**src/rtl/iter_divider_pkg.sv**
```systemverilog
// Shared definitions for the iterative divider: default width, FSM state
// encoding and the quotient reported on a zero divisor.
package iter_divider_pkg;

    localparam int unsigned DIV_WIDTH = 32;
    localparam int unsigned STATE_W   = 3;

    typedef enum logic [STATE_W-1:0] {
        IDLE = 3'd0,
        PREP = 3'd1,
        ITER = 3'd2,
        FIX  = 3'd3,
        DONE = 3'd4
    } div_state_e;

    localparam logic [DIV_WIDTH-1:0] DIV_ZERO_QUOTIENT = '1;

endpackage

```
**src/rtl/iter_divider_if.sv**
```systemverilog
// Request/result bundle between the EX stage (master) and the divider (slave).
//   start/is_signed/dividend/divisor/cancel : request side, driven by master
//   busy/done/div_by_zero/lo/hi             : result side, driven by divider
interface iter_divider_if #(
    parameter int unsigned WIDTH = iter_divider_pkg::DIV_WIDTH
) ();

    logic             start;
    logic             is_signed;
    logic [WIDTH-1:0] dividend;
    logic [WIDTH-1:0] divisor;
    logic             cancel;
    logic             busy;
    logic             done;
    logic             div_by_zero;
    logic [WIDTH-1:0] lo;
    logic [WIDTH-1:0] hi;

    modport master (
        output start, is_signed, dividend, divisor, cancel,
        input  busy, done, div_by_zero, lo, hi
    );

    modport slave (
        input  start, is_signed, dividend, divisor, cancel,
        output busy, done, div_by_zero, lo, hi
    );

endinterface

```
**src/rtl/div_sub_step.sv**
```systemverilog
// One restoring-division step: trial subtract of the divisor from the shifted
// partial remainder (WIDTH+1 bits, ~divisor with carry-in 1) built from 4-bit
// carry-lookahead groups, followed by the restore mux.
//   rem_sh     : {partial remainder, next dividend bit}
//   divisor    : divisor magnitude
//   rem_next_c : new partial remainder
//   q_bit_c    : quotient bit (carry out of the subtract, i.e. no borrow)
module div_sub_step #(
    parameter int unsigned WIDTH = 32
) (
    input  logic [WIDTH:0]   rem_sh,
    input  logic [WIDTH-1:0] divisor,
    output logic [WIDTH-1:0] rem_next_c,
    output logic             q_bit_c
);

    localparam int unsigned PAD_W = ((WIDTH + 1 + 3) / 4) * 4;
    localparam int unsigned NGRP  = PAD_W / 4;

    logic [PAD_W-1:0]       a_pad_c;
    logic [PAD_W-1:0]       b_pad_c;
    logic [PAD_W-1:0]       sum_c;
    logic                   carry_c;
    logic [3:0]             grp_g_c;
    logic [3:0]             grp_p_c;
    logic [4:0]             grp_c_c;
    logic [PAD_W-WIDTH-1:0] unused_sum_c;

    // Padding: minuend zero-extended, inverted subtrahend one-filled, so the
    // pad bits only propagate and the top carry equals the WIDTH+1-bit carry.
    assign a_pad_c = PAD_W'(rem_sh);
    assign b_pad_c = ~(PAD_W'(divisor));

    // Carry-lookahead inside each 4-bit group, groups chained by their carry.
    always_comb begin
        sum_c   = '0;
        carry_c = 1'b1;
        grp_g_c = '0;
        grp_p_c = '0;
        grp_c_c = '0;
        for (int unsigned g = 0; g < NGRP; g++) begin
            grp_g_c    = a_pad_c[4*g +: 4] & b_pad_c[4*g +: 4];
            grp_p_c    = a_pad_c[4*g +: 4] ^ b_pad_c[4*g +: 4];
            grp_c_c[0] = carry_c;
            grp_c_c[1] = grp_g_c[0] | (grp_p_c[0] & grp_c_c[0]);
            grp_c_c[2] = grp_g_c[1] | (grp_p_c[1] & grp_g_c[0])
                       | (grp_p_c[1] & grp_p_c[0] & grp_c_c[0]);
            grp_c_c[3] = grp_g_c[2] | (grp_p_c[2] & grp_g_c[1])
                       | (grp_p_c[2] & grp_p_c[1] & grp_g_c[0])
                       | (grp_p_c[2] & grp_p_c[1] & grp_p_c[0] & grp_c_c[0]);
            grp_c_c[4] = grp_g_c[3] | (grp_p_c[3] & grp_g_c[2])
                       | (grp_p_c[3] & grp_p_c[2] & grp_g_c[1])
                       | (grp_p_c[3] & grp_p_c[2] & grp_p_c[1] & grp_g_c[0])
                       | (grp_p_c[3] & grp_p_c[2] & grp_p_c[1] & grp_p_c[0] & grp_c_c[0]);
            sum_c[4*g +: 4] = grp_p_c ^ grp_c_c[3:0];
            carry_c         = grp_c_c[4];
        end
    end

    // When the subtract succeeds the difference is below the divisor and fits
    // WIDTH bits; when it fails the shifted remainder itself fits WIDTH bits.
    assign unused_sum_c = sum_c[PAD_W-1:WIDTH];
    assign q_bit_c      = carry_c;
    assign rem_next_c   = carry_c ? sum_c[WIDTH-1:0] : rem_sh[WIDTH-1:0];

endmodule

```
**src/rtl/iter_divider.sv**
```systemverilog
// Multi-cycle radix-2 restoring divider (DIV/DIVU) producing the HI/LO pair.
//   clk, rst_n : clock, asynchronous active-low reset
//   bus        : slave side of iter_divider_if
//                (start/is_signed/dividend/divisor/cancel in,
//                 busy/done/div_by_zero/lo/hi out, all outputs registered)
module iter_divider
    import iter_divider_pkg::*;
#(
    parameter int unsigned WIDTH = DIV_WIDTH
) (
    input  logic          clk,
    input  logic          rst_n,
    iter_divider_if.slave bus
);

    localparam int unsigned CNT_W = (WIDTH > 1) ? $clog2(WIDTH) : 1;

    div_state_e       state;
    logic [WIDTH-1:0] a_raw;
    logic [WIDTH-1:0] b_raw;
    logic             signed_op;
    logic [WIDTH-1:0] rem;
    logic [WIDTH-1:0] quo;
    logic [WIDTH-1:0] dvs;
    logic [CNT_W-1:0] count;
    logic             q_neg;
    logic             r_neg;
    logic             zero_div;
    logic             busy_q;
    logic             done_q;
    logic             dbz_q;
    logic [WIDTH-1:0] lo_q;
    logic [WIDTH-1:0] hi_q;

    logic [WIDTH-1:0] a_mag_c;
    logic [WIDTH-1:0] b_mag_c;
    logic [WIDTH-1:0] lo_fix_c;
    logic [WIDTH-1:0] hi_fix_c;
    logic [WIDTH-1:0] rem_next_c;
    logic             q_bit_c;

    // Operand magnitudes; the most negative value negates to itself, which
    // read as unsigned is exactly its magnitude.
    assign a_mag_c = (signed_op && a_raw[WIDTH-1]) ? (~a_raw + WIDTH'(1)) : a_raw;
    assign b_mag_c = (signed_op && b_raw[WIDTH-1]) ? (~b_raw + WIDTH'(1)) : b_raw;

    // Final sign correction of quotient and remainder.
    assign lo_fix_c = q_neg ? (~quo + WIDTH'(1)) : quo;
    assign hi_fix_c = r_neg ? (~rem + WIDTH'(1)) : rem;

    div_sub_step #(.WIDTH(WIDTH)) u_sub_step (
        .rem_sh     ({rem, quo[WIDTH-1]}),
        .divisor    (dvs),
        .rem_next_c (rem_next_c),
        .q_bit_c    (q_bit_c)
    );

    // Control FSM with datapath registers and registered outputs.
    always_ff @(posedge clk or negedge rst_n) begin
        if (!rst_n) begin
            state     <= IDLE;
            a_raw     <= '0;
            b_raw     <= '0;
            signed_op <= 1'b0;
            rem       <= '0;
            quo       <= '0;
            dvs       <= '0;
            count     <= '0;
            q_neg     <= 1'b0;
            r_neg     <= 1'b0;
            zero_div  <= 1'b0;
            busy_q    <= 1'b0;
            done_q    <= 1'b0;
            dbz_q     <= 1'b0;
            lo_q      <= '0;
            hi_q      <= '0;
        end else begin
            done_q <= 1'b0;
            case (state)
                IDLE: begin
                    // start beats a simultaneous cancel; cancel alone is a no-op here
                    if (bus.start) begin
                        a_raw     <= bus.dividend;
                        b_raw     <= bus.divisor;
                        signed_op <= bus.is_signed;
                        busy_q    <= 1'b1;
                        state     <= PREP;
                    end
                end
                PREP: begin
                    if (bus.cancel) begin
                        busy_q <= 1'b0;
                        state  <= IDLE;
                    end else begin
                        q_neg    <= signed_op & (a_raw[WIDTH-1] ^ b_raw[WIDTH-1]);
                        r_neg    <= signed_op & a_raw[WIDTH-1];
                        quo      <= a_mag_c;
                        dvs      <= b_mag_c;
                        rem      <= '0;
                        count    <= '0;
                        zero_div <= (b_raw == '0);
                        // Zero divisor skips the iterations; FIX loads its result.
                        state    <= (b_raw == '0) ? FIX : ITER;
                    end
                end
                ITER: begin
                    if (bus.cancel) begin
                        busy_q <= 1'b0;
                        state  <= IDLE;
                    end else begin
                        rem   <= rem_next_c;
                        quo   <= {quo[WIDTH-2:0], q_bit_c};
                        count <= count + CNT_W'(1);
                        if (count == CNT_W'(WIDTH - 1)) begin
                            state <= FIX;
                        end
                    end
                end
                FIX: begin
                    if (bus.cancel) begin
                        busy_q <= 1'b0;
                        state  <= IDLE;
                    end else begin
                        if (zero_div) begin
                            lo_q  <= WIDTH'(DIV_ZERO_QUOTIENT);
                            hi_q  <= a_raw;
                            dbz_q <= 1'b1;
                        end else begin
                            lo_q  <= lo_fix_c;
                            hi_q  <= hi_fix_c;
                            dbz_q <= 1'b0;
                        end
                        busy_q <= 1'b0;
                        done_q <= 1'b1;
                        state  <= DONE;
                    end
                end
                DONE: begin
                    state <= IDLE;
                end
                default: begin
                    busy_q <= 1'b0;
                    state  <= IDLE;
                end
            endcase
        end
    end

    assign bus.busy        = busy_q;
    assign bus.done        = done_q;
    assign bus.div_by_zero = dbz_q;
    assign bus.lo          = lo_q;
    assign bus.hi          = hi_q;

endmodule
```
**src/flat_wrapper.sv**
```systemverilog
// flat-port wrapper written by rule: the top's interface ports become plain ports
module iter_divider_flat import iter_divider_pkg::*;
#(
    parameter int unsigned WIDTH = DIV_WIDTH
)
  (clk, rst_n, bus_start, bus_is_signed, bus_dividend, bus_divisor, bus_cancel, bus_busy, bus_done, bus_div_by_zero, bus_lo, bus_hi);
  iter_divider_if #(.WIDTH(WIDTH)) bus_i ();
  input  logic clk;
  input  logic rst_n;
  input wire logic [$bits(bus_i.start)-1:0] bus_start;
  input wire logic [$bits(bus_i.is_signed)-1:0] bus_is_signed;
  input wire logic [$bits(bus_i.dividend)-1:0] bus_dividend;
  input wire logic [$bits(bus_i.divisor)-1:0] bus_divisor;
  input wire logic [$bits(bus_i.cancel)-1:0] bus_cancel;
  output wire logic [$bits(bus_i.busy)-1:0] bus_busy;
  output wire logic [$bits(bus_i.done)-1:0] bus_done;
  output wire logic [$bits(bus_i.div_by_zero)-1:0] bus_div_by_zero;
  output wire logic [$bits(bus_i.lo)-1:0] bus_lo;
  output wire logic [$bits(bus_i.hi)-1:0] bus_hi;
  assign bus_i.start = bus_start;
  assign bus_i.is_signed = bus_is_signed;
  assign bus_i.dividend = bus_dividend;
  assign bus_i.divisor = bus_divisor;
  assign bus_i.cancel = bus_cancel;
  assign bus_busy = bus_i.busy;
  assign bus_done = bus_i.done;
  assign bus_div_by_zero = bus_i.div_by_zero;
  assign bus_lo = bus_i.lo;
  assign bus_hi = bus_i.hi;
  iter_divider #(.WIDTH(WIDTH)) u_core (.clk(clk), .rst_n(rst_n), .bus(bus_i));
endmodule
```
**config.mk**
```make
export PLATFORM = sky130hd
export DESIGN_NAME = iter_divider_flat
export DESIGN_NICKNAME = d
export VERILOG_FILES = /design/src/rtl/iter_divider_pkg.sv /design/src/rtl/iter_divider_if.sv /design/src/rtl/div_sub_step.sv /design/src/rtl/iter_divider.sv /design/src/flat_wrapper.sv
export SDC_FILE = /design/constraint.sdc
export NUM_CORES = 1
export LEC_CHECK = 0
export CORE_MARGIN = 5
export CORE_UTILIZATION = 45
export CTS_CLUSTER_DIAMETER = 60
export DETAILED_ROUTE_END_ITERATION = 10
export GPL_TIMING_DRIVEN = 0
export HOLD_SLACK_MARGIN = 0.15
export PLACE_DENSITY_LB_ADDON = 0.3
export SYNTH_ARGS = -nofsm -noshare
export SYNTH_HDL_FRONTEND = slang
export SYNTH_HIERARCHICAL = 1
export SYNTH_SLANG_ARGS = --single-unit
```
**constraint.sdc**
```tcl
create_clock -name clk -period 3.1 [get_ports clk]
set_clock_uncertainty 0.1 [all_clocks]
set_input_delay 0.62 -clock clk [delete_from_list [all_inputs] [get_ports clk]]
set_output_delay 0.62 -clock clk [all_outputs]
set_load 0.02 [all_outputs]
```
Word-level counts from Yosys, hierarchy flattened
Index checks and enable logic that the tools add are counted.
{"block": "classes", "addsub": 5, "n_eq_ne": 10, "muxes": 29, "bitwise_logic": 251, "n_reduce_logical": 12}
{"cell": "32-bit 2-to-1 mux", "count": 11}
{"cell": "1-bit AND", "count": 133}
{"cell": "32-bit by 1-bit adder with 32-bit output (second input constant)", "count": 4}
{"cell": "32-bit NOT", "count": 4}
{"cell": "32-bit case mux with 2 select lines", "count": 2}
{"cell": "1-bit bitwise OR", "count": 84}
{"cell": "4-bit bitwise XOR", "count": 16}
{"cell": "32-bit NOT with 36-bit output", "count": 1}
{"cell": "4-bit AND", "count": 8}
{"cell": "32-bit logical NOT", "count": 1}
{"cell": "3-bit 2-to-1 mux", "count": 5}
{"cell": "3-bit case mux with 4 select lines", "count": 1}
{"cell": "5-bit 2-to-1 mux", "count": 2}
{"cell": "5-bit case mux with 2 select lines", "count": 1}
{"cell": "2-bit AND reduction", "count": 4}
{"cell": "3-bit by 2-bit equality test with 1-bit output (second input constant)", "count": 2}
{"cell": "1-bit 2-to-1 mux", "count": 6}
{"cell": "2-bit != test (second input constant)", "count": 3}
{"cell": "3-bit AND reduction", "count": 2}
{"cell": "5-bit by 1-bit adder with 5-bit output (second input constant)", "count": 1}
{"cell": "5-bit equality test (second input constant)", "count": 1}
{"cell": "1-bit by 4-bit AND with 4-bit output", "count": 1}
{"cell": "1-bit by 4-bit bitwise XOR with 4-bit output", "count": 1}
{"cell": "3-bit by 1-bit equality test with 1-bit output (second input constant)", "count": 1}
{"cell": "10 further kinds", "count": 12}
{"block": "word_totals", "register_bits": 239, "inputBits": 69, "out_inout_bits": 67}

Logic depth before layout (Yosys ltp)
Gate-level depths: netlist (run 1).
{"block": "depth", "ltp_word": 26, "ltp_mapped": 14, "mapped_depth_nobuf": 14}

Modules after synthesis
Netlist (run 1), hierarchy kept.
{"mod": "iter_divider", "n_inst": 1, "cells_per_inst": 1280, "area_per_inst_um2": 12184.2}
{"mod": "div_sub_step", "n_inst": 1, "cells_per_inst": 247, "area_per_inst_um2": 2055.7}

Worst setup path after synthesis (run 1)
No wires, ideal clock.
{"block": "synth_timing", "kind": "register -> register", "from": "register u_core.rem[2]", "to": "register u_core.rem[29]", "t_arrival_ns": 2.887, "t_required_ns": 2.883, "path_slack_ns": -0.004, "stages_incl_launch_ff": 14, "n_path_buf": 0, "period_less_slack_ns": 3.104, "cell_sequence": "dfrtp_1 ha_1 o21a_1 o2bb2ai_2 or3_4 a211oi_4 o2111ai_4 nand2_1 a31oi_1 fa_1 xnor2_1 mux2_4 nand3_1 nand2_1"}
{"block": "synth_between", "elab_chain_cells": 25}
{"item": "start, declared", "line_no": "iter_divider.sv:22", "text": "logic [WIDTH-1:0] rem;"}
{"item": "start signal, assigned", "line_no": "iter_divider.sv:111", "text": "rem <= rem_next_c;"}
{"item": "4-bit bitwise XOR", "line_no": "div_sub_step.sv:43", "text": "grp_p_c = a_pad_c[4*g +: 4] ^ b_pad_c[4*g +: 4];"}
{"item": "1-bit AND, on equally long branches"}
{"item": "1-bit bitwise OR, or another cell as far along", "line_no": "div_sub_step.sv:51", "text": "grp_c_c[4] = grp_g_c[3] | (grp_p_c[3] & grp_g_c[2])"}
{"item": "1-bit bitwise OR or 1-bit AND (tied branches)", "line_no": "div_sub_step.sv:52, div_sub_step.sv:53"}
{"item": "1-bit bitwise OR", "line_no": "div_sub_step.sv:53", "text": "| (grp_p_c[3] & grp_p_c[2] & grp_p_c[1] & grp_g_c[0])"}
{"item": "1-bit bitwise OR (*)", "line_no": "div_sub_step.sv:54", "text": "| (grp_p_c[3] & grp_p_c[2] & grp_p_c[1] & grp_p_c[0] & grp_c_c[0]);"}
{"item": "1-bit AND (*)", "line_no": "div_sub_step.sv:54"}
{"item": "1-bit bitwise OR (*)", "line_no": "div_sub_step.sv:54"}
{"item": "[... 10 more ...]"}
{"item": "1-bit AND", "line_no": "div_sub_step.sv:54"}
{"item": "1-bit bitwise OR", "line_no": "div_sub_step.sv:54"}
{"item": "1-bit AND", "line_no": "div_sub_step.sv:54"}
{"item": "1-bit bitwise OR", "line_no": "div_sub_step.sv:54"}
{"item": "32-bit 2-to-1 mux (*)", "line_no": "div_sub_step.sv:64", "text": "assign rem_next_c = carry_c ? sum_c[WIDTH-1:0] : rem_sh[WIDTH-1:0];"}
{"item": "net u_core.rem_next_c[29]", "line_no": "iter_divider.sv:39", "text": "logic [WIDTH-1:0] rem_next_c;"}
{"item": "32-bit 2-to-1 mux (*)", "line_no": "iter_divider.sv:107", "text": "if (bus.cancel) begin"}
{"item": "32-bit case mux with 2 select lines (*)", "line_no": "iter_divider.sv:79", "text": "case (state)"}
The timed path passes the listed nets; every way through them passes the cells marked *. The select of a mux whose other input is x is not followed.
A chain may end at the register's enable or synchronous reset.

Worst setup path in the final report (run 1)
{"block": "layout_timing", "from": "register u_core.quo[31]", "to": "register u_core.rem[29]"}
{"block": "layout_between", "elab_chain_cells": 23}
{"item": "start, declared", "line_no": "iter_divider.sv:23", "text": "logic [WIDTH-1:0] quo;"}
{"item": "start signal, assigned", "line_no": "iter_divider.sv:97", "text": "quo <= a_mag_c;"}
{"item": "start signal, assigned", "line_no": "iter_divider.sv:112", "text": "quo <= {quo[WIDTH-2:0], q_bit_c};"}
{"item": "4-bit AND", "line_no": "div_sub_step.sv:42", "text": "grp_g_c = a_pad_c[4*g +: 4] & b_pad_c[4*g +: 4];"}
{"item": "1-bit AND", "line_no": "div_sub_step.sv:53"}
{"item": "1-bit bitwise OR", "line_no": "div_sub_step.sv:53"}
{"item": "1-bit bitwise OR (*)", "line_no": "div_sub_step.sv:54"}
{"item": "1-bit AND (*)", "line_no": "div_sub_step.sv:54"}
{"item": "1-bit bitwise OR (*)", "line_no": "div_sub_step.sv:54"}
{"item": "1-bit AND (*)", "line_no": "div_sub_step.sv:54"}
{"item": "1-bit bitwise OR (*)", "line_no": "div_sub_step.sv:54"}
{"item": "[... 8 more ...]"}
{"item": "1-bit AND", "line_no": "div_sub_step.sv:54"}
{"item": "1-bit bitwise OR", "line_no": "div_sub_step.sv:54"}
{"item": "1-bit AND", "line_no": "div_sub_step.sv:54"}
{"item": "1-bit bitwise OR", "line_no": "div_sub_step.sv:54"}
{"item": "32-bit 2-to-1 mux (*)", "line_no": "div_sub_step.sv:64"}
{"item": "net u_core.rem_next_c[29]", "line_no": "iter_divider.sv:39"}
{"item": "32-bit 2-to-1 mux (*)", "line_no": "iter_divider.sv:107"}
{"item": "32-bit case mux with 2 select lines (*)", "line_no": "iter_divider.sv:79"}
Marks and branches as above.

==> flow_summary.toml, run 1 <==
[outcome]
outcome = "complete, but fails checks"
violations = "negative setup slack"

[layout]
instances_no_fill = 2149
diodes = 0
fin_area_um2 = 17800
areaGrowthSynthToFinish_pct = 24.9
final_util = 0.567
nets = 1842
final_layout_size_suffix_gt1_frac = 0.144

[timing]
tns_ps = -2120
post-route-period-util = 1.05
slew_headroom = 0.384
setup_viol = 24
hold_violations = 0
tightest_slew_ps = 924
drv_slew = 0
setup_ws_ps = -163
rsz0062_at_grt = "true"
fmax_mhz = 306
min_period_ps = 3260

[die]
fp.dieH_um = 188
core-area_um2 = 31400
num_rows = 65
start_util = 0.454
io_pins = 136
die_area_um2 = 35300
die_w_um = 188

[yosys]
synth_area_per_cell_um2 = 9.33
synth_top_area_cell = "dfrtp_1"
ys_top_cells_by_count = "dfrtp_1, nand2_1, nor2_1"
yosysMostFrequentCell = "dfrtp_1"
synth.cell_area_um2 = 14200
ys_types = 71
synth_fp_nets = 1642
async_reset_ff_frac = 1.00
yosysTopAreaCellShare = 0.420
ys_warn_count = 6
synthCells = 1527
seq_area_frac_synth = 0.420
ys.flop_type = "dfrtp_1"
synthTopCellsByArea = "dfrtp_1, xor2_1, mux2_2"
synth-seq-cells = 239
synth-edff-count = 0

[pwr]
p_leak_nw = 7.70
vdd_drop_max_v = 0.000543
power_density_nw_per_um2 = 1020
p_int_mw = 10.3
comb_power_share = 0.476
switching_share = 0.432
pwr-share-clk = 0.190
seqPwrFrac = 0.335
netSwitchingPower_mw = 7.85

[drt]
ant_nets = 0
drtIter0Drc = 1186
drtPass1Iterations = 5
via_per_inst = 5.91
wl_per_cell_um = 20.4
wirelength_mm = 43.9
vias = 12700
drcViolationCount = 0

[placed_design]
dpl-instance-area_um2 = 16200
post-place-ws_ps = -527
dpl.hpwl_mm = 32.2
place_inst = 2065
io_buffers = 134
gp_congestion = 0.932

[min_path]
worst_hold_path_type = "flip-flop to flip-flop"
hp-start = "u_core/dvs[2]"

[clock_network]
clockBufferDepth = 3
cts_root_buffer = "clkbuf_16"
numClockSinks = 239
clkTransAtPathRegs_ps = 60
numCtsBuffers = 29
cts_tree = "yes"
insertion_delay_ps = 540
h-tree-depth = 1

[setup_path]
start_kind = "flip-flop"
r2r_slack_ps = -160
end_kind = "flip-flop"
critPathTopFamily = "compound AO/OA/AOI/OAI gates"
slowest_delay_ps = 460
worst-path-buf-inv = 1
critPathRequiredTime_ps = 3430
cp_slowest_cell = "dfrtp_2"
path_cells = "buf_6, ha_2, o21ai_4, o2bb2ai_4, or3_4, a211oi_4, o2111ai_4, nand2_2, a31oi_1, fa_2, xnor2_1, mux2_4, nand3_1, nand2_1"
path_class = "flip-flop to flip-flop"
crit_start = "u_core/quo[31]"
arrival_ps = 3600
worstReg2RegStart = "u_core/quo[31]"
worst-path-max-fanout = 4

[run]
drv_cap = 0

[grt]
grt_max_degree = 98
grt_first_pass_wirelength_mm = 69.0
grt_use_total = 0.240
antenna_found_initial = 0
overflow = 0
grt_pass1_vias = 12400
## per-layer routing
| layer | GRT usage | up-vias | part of all wire |
|---|---|---|---|
| met5 | 0 | - | 0 |
| met4 | 0.0847 | 0 | 0.036 |
| met3 | 0.0456 | 112 | 0.077 |
| met2 | 0.397 | 561 | 0.47 |
| met1 | 0.316 | 6162 | 0.41 |
| li1 | - | 5859 | - |
## cell usage in the layout, fill, tap and decap left out, drive strengths merged, types with 20 or more instances in the layout
| master | instances |
|---|---|
| clkdlybuf4s50 | 133 |
| clkbuf | 123 |
| a31oi | 26 |
| o21ai | 103 |
| nand2 | 155 |
| nor4 | 20 |
| ha | 39 |
| nor3 | 28 |
| xor2 | 87 |
| o31ai | 30 |
| mux2 | 83 |
| mux2i | 20 |
| xnor2 | 40 |
| o41ai | 24 |
| dfrtp | 239 |
| inv | 71 |
| nor2 | 129 |
| o22ai | 34 |
| a21oi | 99 |
| nand3 | 43 |
| buf | 46 |
## power groups by stage
stage               clock network, mW  registers, mW  logic [mW]
floorplan                           0           6.00        5.12
global placement                    0           6.03        7.96
detailed placement                  0           6.07        8.14
CTS                              3.51           6.03        8.43
global route                     3.63           6.24        9.39
finish                           3.45           6.08        8.64
## registers in the layout, summed over array words and instances, names as in the netlist
name	cells
u_core/bus.lo	32
u_core/signed_op	1
u_core/bus.busy	1
u_core/r_neg	1
u_core/a_raw	32
u_core/dvs	32
u_core/bus.done	1
u_core/quo	32
u_core/state	3
u_core/bus.hi	32
u_core/zero_div	1
u_core/rem	32
u_core/b_raw	32
u_core/count	5
u_core/bus.div_by_zero	1
u_core/q_neg	1
## final timing paths
path                               endpoint  cells past startpoint
setup / recovery             u_core/rem[29]                     14
hold / removal                u_core/dvs[2]                      2
setup reg to reg             u_core/rem[29]                     14
hold reg to reg               u_core/dvs[2]                      2
max in group asynchronous  u_core/b_raw[21]                      3
min in group asynchronous   u_core/bus.done                      2
## layout make-up
class                      instances  area, µm²
buffer                            93        408
clock buffer                      40        837
clock inverter                    11        136
fill                            2743      13600
inverter                          70        263
multi-input combinational       1124       7920
sequential                       239       6000
tap                              402        503
timing repair buffer             170       1730
## cell families (layout without fill, tap and decap cells)
logic type                 after synthesis  in the layout  share of synthesized area
xor gates and xnor gates               127            127                     0.0781
muxes                                  103            103                     0.0852
buffers and inverters                  164            384                     0.0455
AOI/OAI and AO/OA                      391            391                      0.177
and+or+nand+nor                        457            457                      0.150
DFF                                    239            239                      0.420
adders and majority gates               46             46                     0.0441
## worst min-delay path, delay by kind of cell, from the launching register on
family | cells | cell delay, ps
DFF | 1 | 340
AOI/OAI and AO/OA | 1 | 60
and+or+nand+nor | 1 | 50
## repair_timing
action,CTS,global route
endpoints found under the setup margin,40,77
hold buffers,1,0
resized for setup,49,31
pin swaps,11,17
hold endpoints to repair,61,0
cloned,2,0
buffers inserted,24,10
## through the flow
stage	hold slack [ps]	power, mW
floorplan	224	11.1
global placement	365	14.0
detailed placement	372	14.2
CTS	385	18.0
global route	402	19.3
finish	378	18.2
Power figures use the tool's default switching activity.
==> run 2, diff against run 1 <==
Settings changed: CTS_CLUSTER_SIZE set to 16.
==> flow_summary.toml, run 2 (synthesis results as in run 1) <==
[layout]
final_cell_mix = "dfrtp_1, nand2_1, clkdlybuf4s50_1, nor2_1, o21ai_0"
nFillCells = 2758
diodes = 0
final_common_cell = "dfrtp_1"
final_layout_size_suffix_gt1_frac = 0.139
areaGrowthSynthToFinish_pct = 24.1
instances_no_fill = 2146
final_util = 0.563
nets = 1841

[grt]
antenna_found_initial = 1
grt_use_total = 0.237
overflow = 0
grt_pass1_vias = 12300
grt_max_degree = 98
grt_first_pass_wirelength_mm = 68.0

[setup_path]
arrival_ps = 3570
cp_slowest_cell = "dfrtp_2"
ff2ff_path_depth = 12
path_cells = "ha_4, nand4_1, buf_4, o21a_1, a211oi_4, o2111ai_4, a21oi_4, o21ai_4, buf_12, buf_8, mux2_4, a22o_1"
path_class = "flip-flop to flip-flop"
worst-path-max-fanout = 6
slowest_delay_ps = 470
start_kind = "flip-flop"
end_kind = "flip-flop"
critPathRequiredTime_ps = 3420

[clock_network]
insertion_delay_ps = 530
cts_root_buffer = "clkbuf_16"
cts_tree = "yes"
clockBufferDepth = 3
numClockSinks = 239
clkTransAtPathRegs_ps = 70
numCtsBuffers = 25
h-tree-depth = 1

[timing]
rsz0062_at_grt = "true"
hold_violations = 0
setup_ws_ps = -151
worst_hold_slack_ps = 379
drv_slew = 0
min_period_ps = 3250
slew_headroom = 0.368
tightest_slew_ps = 948
fmax_mhz = 308
setup_viol = 28
post-route-period-util = 1.05

[pwr]
switching_share = 0.442
p_int_mw = 9.91
p_leak_nw = 7.64
pwr-share-clk = 0.172
netSwitchingPower_mw = 7.85
vdd_drop_max_v = 0.000486
seqPwrFrac = 0.341
power_density_nw_per_um2 = 1000
comb_power_share = 0.487

[die]
num_rows = 65
io_pins = 136
fp.dieH_um = 188
start_util = 0.454
core-area_um2 = 31400
die_w_um = 188
die_area_um2 = 35300

[min_path]
hold_path_depth = 2
worst_hold_path_type = "flip-flop to flip-flop"

[outcome]
outcome = "complete, but fails checks"
violations = "negative setup slack"

[drt]
drtIter0Drc = 1090
drtPass1Iterations = 6
drcViolationCount = 0
ant_nets = 0
vias = 12700
wl_per_cell_um = 20.3
via_per_inst = 5.94
wirelength_mm = 43.6

[placed_design]
dpl.hpwl_mm = 32.2
io_buffers = 134
place_inst = 2065
gp_congestion = 0.932

[run]
drv_cap = 0
==> run 2: through the flow <==
step | TNS [ps] | instance area (µm²) | total power [mW] | setup slack (ps)
after floorplan | 0 | 14300 | 11.1 | 15.0
after global placement | -2140310 | 16100 | 14.0 | -9820
after detailed placement | -18010 | 16200 | 14.2 | -527
after CTS | -487 | 17400 | 17.5 | -109
after global routing | -5720 | 17700 | 18.8 | -267
final | -2340 | 17700 | 17.8 | -151
==> run 2: final cells by class <==
type / instances / area (µm²) / share of cell area
Sequential cell: 239 / 6000 / 0.339
Clock inverter: 15 / 166 / 0.00942
Timing Repair Buffer: 174 / 1780 / 0.101
Clock buffer: 30 / 654 / 0.0370
Buffer: 92 / 387 / 0.0219
Inverter: 70 / 263 / 0.0149
Tap cell: 402 / 503 / 0.0285
Multi-Input combinational cell: 1124 / 7920 / 0.448
==> run 2: worst paths after layout <==
check | start | end | slack (ps)
min in group asynchronous | rst_n | u_core/bus.done | 520
min reg2reg | u_core/dvs[2] | u_core/dvs[2] | 380
min | u_core/dvs[2] | u_core/dvs[2] | 380
max reg2reg | u_core/rem[10] | u_core/rem[6] | -150
max | u_core/rem[10] | u_core/rem[6] | -150
max in group asynchronous | rst_n | u_core/dvs[15] | 1490
==> run 2: layer usage <==
layer  wire length, µm  global-route usage  vias up  part of all wire
met2             20400               0.393      598              0.47
met4              1700              0.0726        2             0.039
met5                13                   0        -           0.00030
met1             17800               0.318     6159              0.41
met3              3710              0.0428      134             0.085
li1                  -                   -     5853                 -
==> run 2: timing repair <==
item / 4_1_cts / 5_1_grt
hold buffers: 1 / 0
pin swaps: 11 / 16
resized for setup: 42 / 30
setup buffers: 26 / 10
cloned: 1 / 1
setup endpoints to repair: 39 / 64
hold endpoints to repair: 61 / 0
==> run 2: power groups by stage <==
stage	Combinational, mW	Clock [mW]	Sequential [mW]
detailed placement	8.14	0	6.07
floorplan	5.12	0	6.00
global route	9.41	3.22	6.22
global placement	7.96	0	6.03
CTS	8.41	3.08	6.02
finish	8.65	3.05	6.06
==> run 2: worst max-delay path: cells and delay by family (launching register included) <==
| family | cells | cell delay [ps] |
|---|---|---|
| flops | 1 | 470 |
| compound gates | 6 | 1330 |
| mux | 1 | 290 |
| buf+inv | 3 | 470 |
| simple gates | 1 | 150 |
| fa+ha+maj | 1 | 310 |
